`config.mk`:
```
export PLATFORM = sky130hd
export DESIGN_NAME = flame_sequencer
export DESIGN_NICKNAME = d
export VERILOG_FILES = /design/src/rtl/flame_sequencer.sv
export SDC_FILE = /design/constraint.sdc
export NUM_CORES = 1
export LEC_CHECK = 0
export CORE_UTILIZATION = 52
export CTS_BUF_LIST = sky130_fd_sc_hd__clkbuf_4 sky130_fd_sc_hd__clkbuf_8
export DETAILED_ROUTE_END_ITERATION = 16
export PLACE_DENSITY = 0.85
export SLEW_MARGIN = 20
export SYNTH_ARGS = -nofsm -noshare
export SYNTH_HDL_FRONTEND = slang
export SYNTH_SLANG_ARGS = --single-unit
export TNS_END_PERCENT = 10
```
`constraint.sdc`:
```
create_clock -name clk -period 3.7 [get_ports clk]
set_input_delay 0.37 -clock clk [delete_from_list [all_inputs] [get_ports clk]]
set_output_delay 0.37 -clock clk [all_outputs]
set_load 0.01 [all_outputs]
```
`src/rtl/flame_sequencer.sv`:
```
// flame_sequencer: runs one bomb from drop to end of explosion.
// It latches the tile position of the dropped bomb and counts the fuse in frames.
// It then steps the flame sprite index through the sheet.
// Every output is registered and changes only on frame_tick or drop edges,
// so the renderer never sees a sprite change in the middle of a frame.
module flame_sequencer #(
  parameter int FUSE_FRAMES       = 120,
  parameter int FRAMES_PER_SPRITE = 8,
  parameter int NUM_SPRITES       = 4,
  parameter int GRID_COLS         = 25,
  parameter int GRID_ROWS         = 18,
  parameter int ORIGIN_X          = 0,
  parameter int ORIGIN_Y          = 12
) (
  input  logic               clk,
  input  logic               reset_n,
  input  logic               frame_tick,
  input  logic               bomb_drop,
  input  logic [4:0]         bomb_tileX,
  input  logic [4:0]         bomb_tileY,
  output logic               busy,
  output logic signed [10:0] centerXF,
  output logic signed [10:0] centerYF,
  output logic [1:0]         sprite_num,
  output logic               flame_on,
  output logic               explode_pulse,
  output logic               done_pulse
);

  localparam int CNT_MAX = (FUSE_FRAMES > FRAMES_PER_SPRITE) ? FUSE_FRAMES : FRAMES_PER_SPRITE;
  localparam int CW      = $clog2(CNT_MAX + 1);

  localparam logic [CW-1:0] FUSE_LAST = CW'(FUSE_FRAMES - 1);
  localparam logic [CW-1:0] SPR_LAST  = CW'(FRAMES_PER_SPRITE - 1);
  localparam logic [1:0]    LAST_IDX  = 2'(NUM_SPRITES - 1);
  localparam logic [5:0]    COLS_LIM  = 6'(GRID_COLS);
  localparam logic [5:0]    ROWS_LIM  = 6'(GRID_ROWS);
  localparam logic [10:0]   ORG_X     = 11'(ORIGIN_X);
  localparam logic [10:0]   ORG_Y     = 11'(ORIGIN_Y);

  typedef enum logic [1:0] {
    IDLE  = 2'd0,
    FUSE  = 2'd1,
    BLAST = 2'd2
  } state_e;

  state_e             state_q, state_d;
  logic [CW-1:0]      cnt_q, cnt_d;
  logic signed [10:0] cx_q, cx_d;
  logic signed [10:0] cy_q, cy_d;
  logic [1:0]         spr_q, spr_d;
  logic               flame_q, flame_d;
  logic               expl_q, expl_d;
  logic               done_q, done_d;
  logic               busy_q;
  logic               drop_ok_s;
  logic [10:0]        tile_px_x_s, tile_px_y_s;

  // The drop is accepted only when both tile coordinates are on the grid.
  // The pixel position is the origin plus the tile index shifted left by 5.
  // The result is truncated to 11 bits.
  always_comb begin
    drop_ok_s   = bomb_drop && ({1'b0, bomb_tileX} < COLS_LIM) && ({1'b0, bomb_tileY} < ROWS_LIM);
    tile_px_x_s = ORG_X + {1'b0, bomb_tileX, 5'b00000};
    tile_px_y_s = ORG_Y + {1'b0, bomb_tileY, 5'b00000};
  end

  // Next-state and next-output logic.
  // The pulse outputs default to 0, so they stay high for exactly one cycle.
  always_comb begin
    state_d = state_q;
    cnt_d   = cnt_q;
    cx_d    = cx_q;
    cy_d    = cy_q;
    spr_d   = spr_q;
    flame_d = flame_q;
    expl_d  = 1'b0;
    done_d  = 1'b0;
    case (state_q)
      IDLE: begin
        // A frame_tick that arrives with an accepted drop is not counted.
        if (drop_ok_s) begin
          cx_d    = signed'(tile_px_x_s);
          cy_d    = signed'(tile_px_y_s);
          cnt_d   = '0;
          state_d = FUSE;
        end else begin
          state_d = IDLE;
        end
      end
      FUSE: begin
        if (frame_tick) begin
          if (cnt_q == FUSE_LAST) begin
            cnt_d   = '0;
            spr_d   = 2'd0;
            flame_d = 1'b1;
            expl_d  = 1'b1;
            state_d = BLAST;
          end else begin
            cnt_d = cnt_q + CW'(1);
          end
        end else begin
          cnt_d = cnt_q;
        end
      end
      BLAST: begin
        if (frame_tick) begin
          if (cnt_q == SPR_LAST) begin
            cnt_d = '0;
            if (spr_q != LAST_IDX) begin
              spr_d = spr_q + 2'd1;
            end else begin
              spr_d   = 2'd0;
              flame_d = 1'b0;
              done_d  = 1'b1;
              state_d = IDLE;
            end
          end else begin
            cnt_d = cnt_q + CW'(1);
          end
        end else begin
          cnt_d = cnt_q;
        end
      end
      default: begin
        state_d = IDLE;
        cnt_d   = '0;
        spr_d   = 2'd0;
        flame_d = 1'b0;
      end
    endcase
  end

  // State and output registers.
  // An asynchronous reset clears everything at once, so an aborted bomb emits no pulses.
  always_ff @(posedge clk or negedge reset_n) begin
    if (!reset_n) begin
      state_q <= IDLE;
      cnt_q   <= '0;
      cx_q    <= 11'sd0;
      cy_q    <= 11'sd0;
      spr_q   <= 2'd0;
      flame_q <= 1'b0;
      expl_q  <= 1'b0;
      done_q  <= 1'b0;
      busy_q  <= 1'b0;
    end else begin
      state_q <= state_d;
      cnt_q   <= cnt_d;
      cx_q    <= cx_d;
      cy_q    <= cy_d;
      spr_q   <= spr_d;
      flame_q <= flame_d;
      expl_q  <= expl_d;
      done_q  <= done_d;
      busy_q  <= (state_d != IDLE);
    end
  end

  assign busy          = busy_q;
  assign centerXF      = cx_q;
  assign centerYF      = cy_q;
  assign sprite_num    = spr_q;
  assign flame_on      = flame_q;
  assign explode_pulse = expl_q;
  assign done_pulse    = done_q;

endmodule
```
Yosys cells after proc, flatten, opt, wreduce, memory -nomap -nowiden
Index checks and enable logic that the tools add are counted.
{ "classes": {"n_lt_le_gt_ge": 2, "eq_ne": 11, "n_mux": 32, "n_reduce_logical": 8, "n_addsub": 3, "bitwise_logic": 1} }
{ "ops": {"columns": ["op", "n"], "rows": [
  ["two-way mux 7 bit", 5],
  ["one-hot mux 7 bit (3 select lines)", 1],
  ["two-way mux 2 bit", 10],
  ["inequality test 2 bit, second input constant", 7],
  ["two-way mux 1 bit", 13],
  ["one-hot mux 2 bit (3 select lines)", 2],
  ["adder 4 x 10 -> 11 bit, first input constant", 1],
  ["less-than comparator 5 bit, second input constant", 2],
  ["adder 7 x 1 -> 7 bit, second input constant", 1],
  ["equality test 7 x 3 -> 1 bit, second input constant", 1],
  ["equality test 7 bit, second input constant", 1],
  ["AND reduction 6 bit", 1],
  ["AND reduction 5 bit", 1],
  ["one-hot mux 1 bit (3 select lines)", 1],
  ["AND reduction 3 bit", 1],
  ["adder 2 x 1 -> 2 bit, second input constant", 1],
  ["equality test 2 x 1 -> 1 bit, second input constant", 1],
  ["equality test 2 bit, second input constant", 1],
  ["logical AND 1 bit", 2],
  ["zero test 2 bit", 1],
  ["AND reduction 2 bit", 1],
  ["nonzero test 2 bit", 1],
  ["inverter 1 bit", 1]
]} }
{ "word_totals": {"register_bits": 31, "input_bits": 14, "output_inout_bits": 28, "word_cells": 66} }

Logic depth before layout (Yosys ltp)
Gate-level depths: netlist of run 1.
{ "logic_depth": {"depth_word": 6, "mapped_depth": 9, "mapped_depth_nobuf": 7} }

Worst setup path after synthesis of run 1
OpenSTA, ideal clock, no wires.
{ "synth_timing": {"kind": "register to register", "startpoint": "register state_q[1]", "endpoint": "register cnt_q[5]", "n_path_buf": 2, "path_slack_ns": 2.021, "setup_time_ns": 0.101, "arrival_time_ns": 1.578, "synth_period_minus_slack_ns": 1.679, "stages_incl_launch_ff": 10, "required_time_ns": 3.599, "cell_sequence": "dfrtp_1 -> inv_1 -> ha_1 -> buf_4 -> nor2_1 -> nor2_1 -> a21o_1 -> buf_6 -> nand2b_4 -> o311ai_2"} }
{ "synth_between": {"elab_chain_len": 3, "elab_cells_between_ends": 8, "classes_between": "eq/ne (5); mux (1); reduce/logical (2)"} }
{ "synth_rtl": {"columns": ["element", "line", "rtl"], "rows": [
  ["from (decl)", "47", "state_e state_q, state_d;"],
  ["from (signal assigned)", "148", "state_q <= state_d;"],
  ["equality test 2 x 1 -> 1 bit (tied with other cells)", "79", "case (state_q)"],
  ["inequality test 2 bit (no line)", null, null],
  ["AND reduction 3 bit (no line)", null, null],
  ["to (signal assigned)", "149", "cnt_q <= cnt_d;"],
  ["to (decl)", "48", "logic [CW-1:0] cnt_q, cnt_d;"]
]} }
Parallel ways exist; a longest one is shown, timed or not.
A chain may end at the register's enable or synchronous reset.

Worst setup path after layout of run 1
{ "layout_timing": {"startpoint": "input port bomb_tileX[1]", "endpoint": "register cx_q[7], in the netlist centerXF[7]"} }
{ "layout_between": {"elab_chain_len": 4} }
{ "layout_rtl": {"columns": ["element", "line", "rtl"], "rows": [
  ["from (decl)", "19", "input logic [4:0] bomb_tileX,"],
  ["less-than comparator 5 bit", "63", "drop_ok_s = bomb_drop && ({1'b0, bomb_tileX} < COLS_LIM) && ({1'b0, bomb_tileY} < ROWS_LIM);"],
  ["logical AND 1 bit (2 in a row)", "63", null],
  ["AND reduction 2 bit (no line)", null, null],
  ["to (signal assigned)", "140", "cx_q <= 11'sd0;"],
  ["to (signal assigned)", "150", "cx_q <= cx_d;"],
  ["to (decl)", "49", "logic signed [10:0] cx_q, cx_d;"]
]} }
No other way between the ends.

==> flow_summary_export.csv, run 1 <==
group,metric,value,unit
power,cellPowerDensity,393,mW/mm^2
cells_and_area,fin_util,68.2,%
synth,synth_top_family_by_area,"simple AND/OR/NAND/NOR gates",
grt,grt_pass1_vias,1024,
synth,syn_area_per_cell,10.9,um^2
cts,cts_max_level,1,
worst_hold_path,hold_path_class,"in2async",
synth,netlist_instances,128,
placement,io_buffers,31,
die,die_height,53.9,um
drt,drc,0,
die,start_util,56.0,%
cts,cts_buffer_depth,2,
cells_and_area,area_growth,21.9,%
sta,timing.final.crit_share,54.9,%
power,p_seq_share,50.6,%
cells_and_area,seq_area,651,um^2
die,rows,18,
cts,clk_latency,0.32,ns
grt,grt_start_max_net_pins,27,
die,io_pins,42,
cts,cts_setup_buffers,0,
synth,async_flop_share,100,%
worst_setup_path,critPathSlowestCell,"nand4b_1",
sta,tns,0,ns
synth,yosysUniqueCellTypes,40,
cells_and_area,multi_input_area,653,um^2
grt,antenna_found_initial,0,
cells_and_area,layout_common_cells,"clkdlybuf4s50_1 (30), dfrtp_1 (26), nand2_1 (11), mux2_2 (11), conb_1 (10)",
synth,synthMuxAreaShare,9.57,%
job,max-cap-violations,0,
die,core-area,0.00250,mm^2
cts,tritoncts,"yes",
worst_setup_path,worst-path-buf-inv,1,
grt,grt_overflow_total,0,
drt,dr.pass1.iters,4,
worst_setup_path,worstSetupStartpointType,"input pin",
synth,yosys-top-cells-area,"dfrtp_1 (47%), mux2_2 (8.9%), buf_4 (6.4%)",
cells_and_area,fillers,179,
power,pwr-share-clk,21.1,%
sta,finClkSkew,0.00520,ns
synth,synth-compound-area-share,14.0,%
sta,finalHoldViolCount,0,
drt,dr_total_vias,1056,
drt,wl_per_cell,13.5,um
worst_setup_path,cp_max_fo,13,
cts,cts_hold_buffers,0,
power,p_switching,182,uW
placement,dpl-instance-area,0.00167,mm^2
cts,cts.sinks,26,
synth,ys_warn_count,0,
drt,totalWireLength,2.54,mm
power,p_sw_share,27.1,%
power,ir_drop,293,uV
power,totalPowerFinal,670,uW
synth,synth_area,0.00140,mm^2
drt,drt_iter0_markers,18,
synth,synth_fa_ha_area_share,5.37,%
worst_setup_path,slowest_delay,0.59,ns
sta,setup_viol,0,
placement,placedCellCount,184,
worst_setup_path,cp_cell_sequence,"clkdlybuf4s50_1 -> o311a_1 -> nand4b_1 -> mux2_2",
sta,drv_slew,0,
grt,grt_pass1_wl,4.40,mm
worst_setup_path,worstSetupPathType,"in2reg",
worst_setup_path,cp.arrival,2.25,ns
cells_and_area,drive_gt1_share,13.3,%
worst_setup_path,cp_data_required_time,3.91,ns
placement,place_congestion,0.825,
synth,ys.flop_type,"dfrtp_1",
cts,cts-resized-gates,0,
sta,grt_setup_unrepaired,"no",
cells_and_area,finalInstanceArea,0.00171,mm^2
worst_setup_path,path_delay_family,"simple AND/OR/NAND/NOR gates",
cts,root_buffer,"clkbuf_4",
synth,synth_top_area_cell,"dfrtp_1",
synth,yosysTopAreaCellShare,46.5,%
cells_and_area,final_common_cell,"clkdlybuf4s50_1",
cts,cts_buffers,3,
sta,fmax,492,MHz
cts,clkTransAtPathRegs,0.13,ns
run_status,status,"finished, final reports clean",
drt,viasPerCell,5.62,
sta,tightestPinTransition,0.626,ns
power,p_leak,0.000762,uW
placement,dp_hpwl,1.96,mm
grt,grt_usage,20.9,%
synth,synth_edf_count,0,
die,fp.dieArea,0.00290,mm^2
synth,synthSimpleGateAreaFrac,15.0,%
power,p_int,488,uW
synth,synth_seq_area_share,46.5,%
sta,slew_headroom,58.1,%
drt,ant_nets,0,
cells_and_area,diodes,0,
die,die_width,53.9,um
cells_and_area,finish.net_count,179,
sta,period_minus_slack,2.03,ns
synth,ys_seq_elements,26,
cells_and_area,final_cells,188,
worst_setup_path,endpoint_kind,"flip-flop",
synth,synth-xor-area-share,0,%
power,combPwrFrac,28.3,%
area by class of cell:
type                    count  area share [%]
flip-flops and latches     26            38.2
repair buffers             31            17.9
clock buffers               4            2.13
well taps                  30            2.20
multi-input cells          91            38.3
inverters                   6            1.32
logic make-up after synthesis:
family | count (synthesis)
simple gates | 39
flops | 26
compound gates | 24
buf+inv | 20
mux | 12
fa+ha+maj | 6
other cells | 1
Yosys cell counts, types with 2 or more instances:
master     n
dfrtp_1   26
buf_4     12
mux2_2    11
nand2_1   11
ha_1       6
inv_1      6
nand3_1    6
nor2_1     6
a21o_1     3
a21oi_1    3
and3_1     3
o21ai_0    3
nand2b_1   2
nor3_1     2
o311ai_2   2
o31ai_1    2
per-stage QoR:
step	worst slack, ns	hold WS (ns)
2_1_floorplan	2.02	0.0744
3_3_place_gp	1.43	0.479
3_5_place_dp	1.35	0.481
4_1_cts	1.71	0.517
5_1_grt	1.54	0.0600
6_report	1.67	0.0128
worst paths after layout:
| check | startpoint | endpoint | slack, ns | depth (start not counted) |
|---|---|---|---|---|
| worst max-delay path | bomb_tileX[1] | centerXF[7]$_DFFE_PN0P_ | 1.67 | 4 |
| worst min-delay path | reset_n | done_pulse$_DFF_PN0_ | 0.01 | 1 |
| worst max register to register | state_q[0]$_DFF_PN0_ | centerXF[7]$_DFFE_PN0P_ | 1.82 | 4 |
| worst min register to register | flame_on$_DFFE_PN0P_ | flame_on$_DFFE_PN0P_ | 0.51 | 1 |
| max in group asynchronous | reset_n | centerYF[9]$_DFFE_PN0P_ | 3.31 | 1 |
| min in group clk | flame_on$_DFFE_PN0P_ | flame_on$_DFFE_PN0P_ | 0.51 | 1 |
sequential cells by signal, indices dropped and copies added (netlist names):
register       flops
cnt_q              7
centerYF           6
centerXF           5
sprite_num         2
state_q            2
busy               1
done_pulse         1
explode_pulse      1
flame_on           1
power groups by stage:
stage,registers (uW),clock network [uW],logic (uW)
global placement,342,0,187
finish,339,141,190
global route,343,156,206
floorplan,357,0,89.3
detailed placement,344,0,191
CTS,339,148,192
worst register-to-register path, stage by stage (launching register included):
cell and delay [ns]:
dfrtp_1 0.44, inv_1 0.09, ha_1 0.23, nand4b_1 0.53
mux2_2 0.49
routing by layer:
layer  global-route usage (%)  up-vias  routed length, um
li1                         -      503                  -
met1                     25.0      520               1060
met2                     36.0       23               1340
met3                     2.82       10                 62
met4                     11.4        0                 74
met5                        0        -                  0
(Power assumes the default switching activity.)
==> run 2: changes to the inputs <==
--- a/config.mk
+++ b/config.mk
@@ -5,10 +5,10 @@
 export SDC_FILE = /design/constraint.sdc
 export NUM_CORES = 1
 export LEC_CHECK = 0
-export CORE_UTILIZATION = 52
+export CORE_UTILIZATION = 48
 export CTS_BUF_LIST = sky130_fd_sc_hd__clkbuf_4 sky130_fd_sc_hd__clkbuf_8
 export DETAILED_ROUTE_END_ITERATION = 16
-export PLACE_DENSITY = 0.85
+export PLACE_DENSITY = 0.79
 export SLEW_MARGIN = 20
 export SYNTH_ARGS = -nofsm -noshare
 export SYNTH_HDL_FRONTEND = slang
==> constraint.sdc (replaced) <==
create_clock -name clk -period 2.1 [get_ports clk]
set_input_delay 0.21 -clock clk [delete_from_list [all_inputs] [get_ports clk]]
set_output_delay 0.21 -clock clk [all_outputs]
set_load 0.01 [all_outputs]
==> run 2 against run 1 <==
Compared with the run above:
- first-iteration DRC count is 67% higher
- clock skew is 0.018 ns higher
- non-clock buffer count is 2 higher
- largest power group unchanged
- power is 90% higher
- worst setup slack worse by 1.5 ns
- cell area is 2.2% higher
- critical endpoint is now cnt_q[5]$_DFFE_PN0P_
- die area is 8.0% higher
- via count is 1.1% lower
- critical path depth is 3 higher
- count of clock-buffer cells in the layout is 1 lower
==> flow_summary_export.csv, run 2 (synthesis results as in run 1) <==
group,metric,value,unit
grt,grt_usage,17.8,%
sta,finClkSkew,0.0230,ns
power,ir_drop,624,uV
drt,drc,0,
drt,viasPerCell,5.47,
worst_setup_path,critPathSlowestCell,"dfrtp_1",
power,cellPowerDensity,732,mW/mm^2
worst_setup_path,cp_data_required_time,2.30,ns
drt,drt_iter0_markers,30,
sta,tns,0,ns
cells_and_area,area_growth,24.6,%
drt,wl_per_cell,13.6,um
drt,ant_nets,0,
grt,grt_overflow_total,0,
die,start_util,50.7,%
worst_setup_path,cp_cell_sequence,"inv_1 -> ha_1 -> nor2_1 -> nor2_1 -> a21o_1 -> nand2b_4 -> o311ai_2",
cts,tritoncts,"yes",
die,die_height,56.0,um
cells_and_area,diodes,0,
worst_setup_path,cp.arrival,2.11,ns
placement,dp_hpwl,1.95,mm
cells_and_area,final_cells,191,
sta,fmax,525,MHz
cts,cts_setup_buffers,0,
placement,placedCellCount,187,
cells_and_area,seq_area,651,um^2
cts,cts_hold_buffers,0,
drt,dr_total_vias,1044,
drt,totalWireLength,2.59,mm
cells_and_area,final_common_cell,"clkdlybuf4s50_1",
drt,dr.pass1.iters,4,
sta,finalHoldViolCount,0,
worst_hold_path,hold_path_class,"in2async",
die,core-area,0.00276,mm^2
cells_and_area,largest_register_ffs,7,
die,rows,19,
cts,cts_buffers,3,
worst_setup_path,slowest_delay,0.46,ns
sta,setup_viol,0,
worst_setup_path,timing.critical_path.mode_cell,"nor2_1",
run_status,status,"finished, final reports clean",
grt,grt_pass1_wl,4.35,mm
cells_and_area,layout_common_cells,"clkdlybuf4s50_1 (31), dfrtp_1 (26), nand2_1 (11), mux2_2 (11), conb_1 (10)",
cells_and_area,fin_util,63.2,%
die,die_width,56.0,um
cells_and_area,largest_register,"cnt_q",
worst_setup_path,endpoint_kind,"flip-flop",
cells_and_area,drive_gt1_share,13.8,%
cells_and_area,finish.net_count,181,
sta,grt_setup_unrepaired,"no",
worst_setup_path,worst-path-buf-inv,1,
cts,clk_latency,0.33,ns
die,io_pins,42,
worst_setup_path,worstSetupStartpointType,"flip-flop",
cts,cts.sinks,26,
worst_setup_path,worstSetupPathType,"reg2reg",
cts,cts_buffer_depth,2,
cts,cts_max_level,1,
cts,root_buffer,"clkbuf_4",
cells_and_area,fillers,222,
cts,clkTransAtPathRegs,0.16,ns
placement,io_buffers,31,
sta,drv_slew,0,
worst_setup_path,cp_max_fo,9,
worst_setup_path,path_delay_family,"simple AND/OR/NAND/NOR gates",
cells_and_area,multi_input_area,653,um^2
grt,grt_pass1_vias,936,
grt,antenna_found_initial,0,
job,max-cap-violations,0,
placement,place_congestion,0.814,
power,p_leak,0.000778,uW
die,fp.dieArea,0.00313,mm^2
grt,grt_start_max_net_pins,27,
cts,cts-resized-gates,0,
sta,period_minus_slack,1.91,ns
sta,timing.final.crit_share,90.7,%
run 2: cell count changes in the layout (fill, tap and decap cells not counted):
cell,before,now
clkdlybuf4s50_1,30,31
buf_2,1,0
buf_4,0,2
bufinv_16,0,1
clkbuf_8,1,0
run 2: cell type report:
type	instances	area share, %
multi-input cells	91	37.5
flip-flops and latches	26	37.3
repair buffers	33	18.7
well taps	31	2.23
clock inverters	1	1.72
clock buffers	3	1.29
inverters	6	1.29
run 2: worst paths after layout:
check / from / end / slack [ns] / cells after the start
setup reg to reg: state_q[1]$_DFF_PN0_ / cnt_q[5]$_DFFE_PN0P_ / 0.19 / 7
setup / recovery: state_q[1]$_DFF_PN0_ / cnt_q[5]$_DFFE_PN0P_ / 0.19 / 7
hold / removal: reset_n / centerXF[6]$_DFFE_PN0P_ / 0.22 / 2
hold reg to reg: flame_on$_DFFE_PN0P_ / flame_on$_DFFE_PN0P_ / 0.52 / 1
min in group clk: bomb_tileY[0] / centerYF[5]$_DFFE_PN0P_ / 0.50 / 2
max in group asynchronous: reset_n / centerYF[8]$_DFFE_PN0P_ / 1.61 / 2
run 2: power by group:
| part | switching [uW] | internal [uW] | total, uW |
|---|---|---|---|
| clock | 153 | 193 | 346 |
| combinational | 140 | 196 | 336 |
| sequential | 31.9 | 561 | 593 |
run 2: per-stage QoR:
step	power, uW	hold slack [ns]	instance area, um^2	setup WS (ns)
2_1_floorplan	786	-0.0856	1430	0.421
3_3_place_gp	929	0.476	1690	0.148
3_5_place_dp	943	0.486	1690	0.108
4_1_cts	1290	0.225	1740	0.202
5_1_grt	1340	0.237	1740	0.0619
6_report	1280	0.218	1740	0.195
run 2: metal layers:
metal	global-route usage, %	wire length, um
met5	0	0
met2	28.4	1290
met4	7.32	35
met1	23.7	1150
met3	3.72	117
